### src/rtl/main_control.sv
// Main control decoder for a single-issue MIPS-subset CPU.
// The opcode is decoded into datapath strobes and an ALU-op class. All outputs
// are registered, so they appear one clock after the opcode is sampled.
// flush inserts a bubble, hold freezes the outputs, and an unsupported opcode
// raises illegal_op.
module main_control (
    input  logic       clk,
    input  logic       rst_n,
    input  logic [5:0] op,
    input  logic       op_valid,
    input  logic       hold,
    input  logic       flush,
    output logic       RegDst,
    output logic       RegWrite,
    output logic       ALUSrc,
    output logic       MemWrite,
    output logic       MemRead,
    output logic       MemtoReg,
    output logic       Branch,
    output logic [1:0] ALUctr,
    output logic       ctrl_valid,
    output logic       illegal_op
);

    localparam logic [5:0] OP_RTYPE = 6'b000000;
    localparam logic [5:0] OP_LW    = 6'b100011;
    localparam logic [5:0] OP_SW    = 6'b101011;
    localparam logic [5:0] OP_BEQ   = 6'b000100;
    localparam logic [5:0] OP_LUI   = 6'b001111;

    localparam logic [1:0] ALU_ADD = 2'b00;
    localparam logic [1:0] ALU_SUB = 2'b01;
    localparam logic [1:0] ALU_R   = 2'b10;
    localparam logic [1:0] ALU_LUI = 2'b11;

    // The bubble value is all zeros. This keeps the write/read enables inactive.
    typedef struct packed {
        logic       reg_dst;
        logic       reg_write;
        logic       alu_src;
        logic       mem_write;
        logic       mem_read;
        logic       mem_to_reg;
        logic       branch;
        logic [1:0] alu_ctr;
        logic       ctrl_valid;
        logic       illegal_op;
    } ctrl_t;

    ctrl_t decode_w;
    ctrl_t ctrl_d;
    ctrl_t ctrl_q;

    // Decode the opcode into a control word. A non-valid slot decodes to a bubble.
    always_comb begin
        decode_w = '0;
        if (op_valid) begin
            decode_w.ctrl_valid = 1'b1;
            unique case (op)
                OP_RTYPE: begin
                    decode_w.reg_dst   = 1'b1;
                    decode_w.reg_write = 1'b1;
                    decode_w.alu_ctr   = ALU_R;
                end
                OP_LW: begin
                    decode_w.reg_write  = 1'b1;
                    decode_w.alu_src    = 1'b1;
                    decode_w.mem_read   = 1'b1;
                    decode_w.mem_to_reg = 1'b1;
                    decode_w.alu_ctr    = ALU_ADD;
                end
                OP_SW: begin
                    decode_w.alu_src   = 1'b1;
                    decode_w.mem_write = 1'b1;
                    decode_w.alu_ctr   = ALU_ADD;
                end
                OP_BEQ: begin
                    decode_w.branch  = 1'b1;
                    decode_w.alu_ctr = ALU_SUB;
                end
                OP_LUI: begin
                    decode_w.reg_write = 1'b1;
                    decode_w.alu_src   = 1'b1;
                    decode_w.alu_ctr   = ALU_LUI;
                end
                default: begin
                    decode_w.illegal_op = 1'b1;
                end
            endcase
        end
    end

    // Select the next control word. flush has priority over hold, and hold has priority over decode.
    always_comb begin
        ctrl_d = decode_w;
        if (flush) begin
            ctrl_d = '0;
        end else if (hold) begin
            ctrl_d = ctrl_q;
        end
    end

    // Control register. Asynchronous reset clears every output immediately.
    always_ff @(posedge clk or negedge rst_n) begin
        if (!rst_n) begin
            ctrl_q <= '0;
        end else begin
            ctrl_q <= ctrl_d;
        end
    end

    assign RegDst     = ctrl_q.reg_dst;
    assign RegWrite   = ctrl_q.reg_write;
    assign ALUSrc     = ctrl_q.alu_src;
    assign MemWrite   = ctrl_q.mem_write;
    assign MemRead    = ctrl_q.mem_read;
    assign MemtoReg   = ctrl_q.mem_to_reg;
    assign Branch     = ctrl_q.branch;
    assign ALUctr     = ctrl_q.alu_ctr;
    assign ctrl_valid = ctrl_q.ctrl_valid;
    assign illegal_op = ctrl_q.illegal_op;

endmodule

### config.mk
export PLATFORM = sky130hd
export DESIGN_NAME = main_control
export DESIGN_NICKNAME = d
export VERILOG_FILES = /design/src/rtl/main_control.sv
export SDC_FILE = /design/constraint.sdc
export NUM_CORES = 1
export LEC_CHECK = 0
export CAP_MARGIN = 15
export CORE_AREA = 2 2 42 44
export CTS_BUF_LIST = sky130_fd_sc_hd__clkbuf_16
export CTS_CLUSTER_DIAMETER = 40
export CTS_CLUSTER_SIZE = 25
export DETAILED_ROUTE_END_ITERATION = 12
export DIE_AREA = 0 0 44 46
export MAX_ROUTING_LAYER = met4
export PLACE_DENSITY = 0.65
export SLEW_MARGIN = 20
export SYNTH_ARGS = -nofsm -noshare
export SYNTH_HDL_FRONTEND = slang
export SYNTH_SLANG_ARGS = --single-unit
export TNS_END_PERCENT = 100
### constraint.sdc
create_clock -name clk -period 1.8 [get_ports clk]
set_clock_uncertainty 0.15 [all_clocks]
set_input_delay 0.27 -clock clk [delete_from_list [all_inputs] [get_ports clk]]
set_output_delay 0.27 -clock clk [all_outputs]
set_load 0.03 [all_outputs]
# Word-level counts from Yosys, hierarchy flattened

Cells that the tools add are included.

Add/subtract/negate cells: 0
Multipliers: 0
Div/mod/pow operators: 0
Magnitude comparators: 0
Eq/ne operators: 5
Shifts and indexed selects: 0
Mux-type cells: 11
Bitwise logic cells: 0
Reduce and logical (&&, ||, !) cells: 4

Operators with widths:

| cell                                                                    | count |
|---|---|
| 11-bit two-way mux                                                      | 3 |
| 6-bit == test, second input constant                                    | 2 |
| 6-bit by 3-bit == test with 1-bit output, second input constant         | 1 |
| 6-bit by 4-bit == test with 1-bit output, second input constant         | 1 |
| 6-bit zero test                                                         | 1 |
| 1-bit two-way mux                                                       | 6 |
| 2-bit one-hot mux with 3 select lines                                   | 1 |
| 3-bit OR reduction                                                      | 2 |
| 5-bit OR reduction                                                      | 1 |
| 2-bit two-way mux                                                       | 1 |
| 2-bit by 1-bit inequality test with 1-bit output, second input constant | 1 |

Register bits after elaboration: 11
Bits in latches: 0
Bits in writable memories: 0
Memory bits (read-only): 0
Input bits: 11
Output and inout bits: 11
Word-level logic and storage cells: 30
Memories: 0

# Logic depth before layout (Yosys ltp)

Word-level depth: 6
Gate-level depth with buffers: 4

# Worst setup path after synthesis

OpenSTA, ideal clock, no wires.

Path kind: input port to flip-flop
Start point: input op[2]
End point: register ctrl_q (netlist bit RegWrite)
Arrival: 1.316 ns
Setup slack: 0.269 ns
Stages: 4
Buffers on the path: 1
Path through: buf_4 or4_4 a2111oi_4 a211o_1

Cells in the longest elaborated chain, start to end: 6
Elaborated cells on any way between the ends: 8

RTL lines:

| element                                                                | line | source |
|---|---|---|
| start, declared                                                        | 9    | `input logic [5:0] op,` |
| 6-bit by 4-bit == test with 1-bit output, or another cell as far along | 59   | `unique case (op)` |
| 3-bit OR reduction (no source line) (*)                                | n/a  |  |
| 1-bit two-way mux (*)                                                  | 59   |  |
| 11-bit two-way mux (*)                                                 | 57   | `if (op_valid) begin` |
| 11-bit two-way mux (*)                                                 | 98   | `end else if (hold) begin` |
| 11-bit two-way mux (*)                                                 | 96   | `if (flush) begin` |
| end signal, assigned                                                   | 108  | `ctrl_q <= ctrl_d;` |
| end, declared                                                          | 52   | `ctrl_t ctrl_q;` |

Every way passes the cells marked *; elsewhere a longest branch is shown, timed or not. The select of a mux whose other input is x is not followed.
A chain may end at the register's enable or synchronous reset.

# Worst setup path in the final report

Start point: register ctrl_q (netlist bit MemtoReg)
End point: output MemtoReg

RTL lines:

| element       | line | source |
|---|---|---|
| end, declared | 18   | `output logic MemtoReg,` |

No word-level cell between the ends.

==> out/qor.csv <==
stage;metric;value;unit
layout;Fill cells;135;
timing;count of pins over their slew limit;0;
worst_setup_path;Crit path max-delay family;buffers and inverters;
logic_synthesis;Mean Syn Cell Area;11.7;um2
logic_synthesis;EDFF count, synth;0;
floorplanning;total die area;2020;um2
floorplanning;row count;15;
layout;Nets;86;
worst_setup_path;worst r2r src;RegWrite;
power;Leak Pwr;0.391;nW
global_routing;Total GRT Usage;13.2;%
timing;final setup fails;0;
worst_setup_path;Largest stage delay, worst path;0.67;ns
logic_synthesis;top_reg_cell synth;dfrtp_1;
worst_setup_path;Worst Setup SP;MemtoReg;
global_routing;global route overflow;0;
clock_network;clk buf depth;2;
place;RePlAce Congestion;0.890;
clock_network;Num CTS Buffers;3;
place;placed cell area;782;um2
layout;fin area;866;um2
drt;drt pass-1 iters;4;
global_routing;initial antenna violation count;0;
logic_synthesis;Synth Instances;44;
worst_setup_path;CP Launch Type;flop;
timing;Final period util;93.9;%
place;hpwl dp;863;um
logic_synthesis;Synth Register Bits;10;
logic_synthesis;FFs w/ async S/R, synth;100;%
power;Max VDD drop;0.000517;V
timing;Period minus WS final;1.69;ns
timing;final hold slack;0.202;ns
layout;area added between synthesis and finish;67.6;%
timing;Max-Slew Margin vs Limit;69.2;%
run_status;status;finished, final reports clean;
floorplanning;core footprint;1610;um2
layout;n_diodes;0;
logic_synthesis;yosys warns;0;
timing;RSZ-0062 raised after global routing;no;
hold_path;worst min-delay path category;input pin to asynchronous set/reset pin;
drt;initial DRC count;8;
drt;Via density;5.08;
layout;share of cells above drive strength 1;23.0;%
worst_setup_path;r2r setup slk;0.91;ns
timing;transition time of the tightest slew-check pin;0.460;ns
clock_network;clock slew at reported path FFs;0.04;ns
floorplanning;Die Y;46;um
clock_network;hold buffers post-CTS;0;
timing;setup tns final;0;ns
job;max cap viols;0;
logic_synthesis;Seq/Total Area, Yosys;48.4;%
floorplanning;die width;44;um
worst_setup_path;arrival time at the worst endpoint;1.27;ns
logic_synthesis;syn nets;55;
timing;maximum clock frequency;0.592;GHz
clock_network;root buffer cell;clkbuf_16;
logic_synthesis;Mapped Area;517;um2
power;PwrDens;824;nW/um2
drt;WL final;1180;um
worst_setup_path;Worst Setup Path Type;flop to output port;
worst_setup_path;CP required;1.38;ns
floorplanning;io pins;22;
clock_network;post-CTS setup buffers;0;
place;port bufs;21;
floorplanning;Starting Density;32.0;%
drt;via count;462;
global_routing;vias in the first global route;440;
drt;routed length per instance;13.0;um
clock_network;H-tree Lvls;1;
worst_setup_path;CP cell instances;clkdlybuf4s50_1;
worst_setup_path;worst path bufs/invs;1;
timing;Hold Fails Final Rpt;0;
drt;Routed Antenna Nets;0;
drt;detailed-route DRC error count;0;
clock_network;clk sinks;10;
worst_setup_path;Worst path slowest cell;clkdlybuf4s50_1;
worst_setup_path;r2r worst-path depth;1;
global_routing;first-pass GRT wire length;1820;um
clock_network;CTS tree;built;
logic_synthesis;count of cell types in the netlist;26;
global_routing;pin count of the biggest net entering global routing;11;
worst_setup_path;reg2reg end;RegWrite;
worst_setup_path;CP Capture Type;output port;
worst_setup_path;crit-path max FO;3;
clock_network;clock latency on the worst-skew pair;0.24;ns
sequential cells by signal (all words and copies together), names as in the netlist:
register,flops
ALUSrc,1
MemtoReg,1
RegDst,1
ALUctr,2
MemWrite,1
illegal_op,1
Branch,1
RegWrite,1
ctrl_valid,1
metal layers:
metal | share of wire [%] | global-route usage (%)
met4 | 1.9 | 9.09
met3 | 8.8 | 3.57
met5 | 0 | -
met2 | 41 | 18.8
met1 | 48 | 16.1
cells in the mapped netlist, drive strengths merged (2+ instances only):
master   number  area (um2)
nand2         4        15.0
a21o          2        15.0
buf           3        26.3
nor3          2        10.0
dfrtp        10         250
a22o          4        35.0
a2111oi       2        36.3
kinds of logic after synthesis:
family                 Yosys count  share of synthesized area, %
AO/OA/AOI/OAI                   12                          23.2
AND/OR/NAND/NOR                 18                          21.8
flip-flops                      10                          48.4
buffers and inverters            4                          6.54
cell usage in the layout, fill, tap and decap left out, types with 2 or more instances in the layout:
master / Yosys / layout
a21o_1: 2 / 2
a22o_1: 4 / 4
buf_4: 2 / 9
clkbuf_16: 0 / 3
clkdlybuf4s50_1: 0 / 19
dfrtp_1: 10 / 10
nand2_1: 4 / 4
nor3_1: 2 / 2
timing repair:
item / CTS / global route
resized for setup: 1 / 3
pin swaps: 0 / 1
setup endpoints to repair: 1 / 3
cell type report:
type / instances / area (um2) / area share, %
repair buffers: 30 / 279 / 32.2
clock inverters: 1 / 3.75 / 0.434
flip-flops and latches: 10 / 250 / 28.9
multi-input cells: 30 / 236 / 27.3
clock buffers: 3 / 75.1 / 8.67
well taps: 17 / 21.3 / 2.46
per-stage QoR:
stage          power (W)  setup WS (ns)  std cells  util, %
2_1_floorplan   0.000264          0.269         44        -
3_5_place_dp    0.000318         -0.243         87     48.4
6_report        0.000713          0.110         91     53.6
3_3_place_gp    0.000318         -0.228         87     48.4
4_1_cts         0.000720         0.0142         91     53.3
5_1_grt         0.000735         0.0718         91     53.6
worst max path at each step:
stage / cells past startpoint / endpoint / slack [ns]
final: 1 / MemtoReg / 0.11
after global routing: 1 / MemtoReg / 0.07
after CTS: 4 / RegWrite / 0.01
after detailed placement: 4 / RegWrite / -0.24
after global placement: 4 / RegWrite / -0.23
after floorplan: 4 / RegWrite / 0.27
report_power, final:
part / switching (W) / internal, W
Sequential: 0.00000184 / 0.000229
Clock: 0.000107 / 0.000291
Combinational: 0.0000399 / 0.0000441
Note: power is estimated with default switching activity, not from simulation.
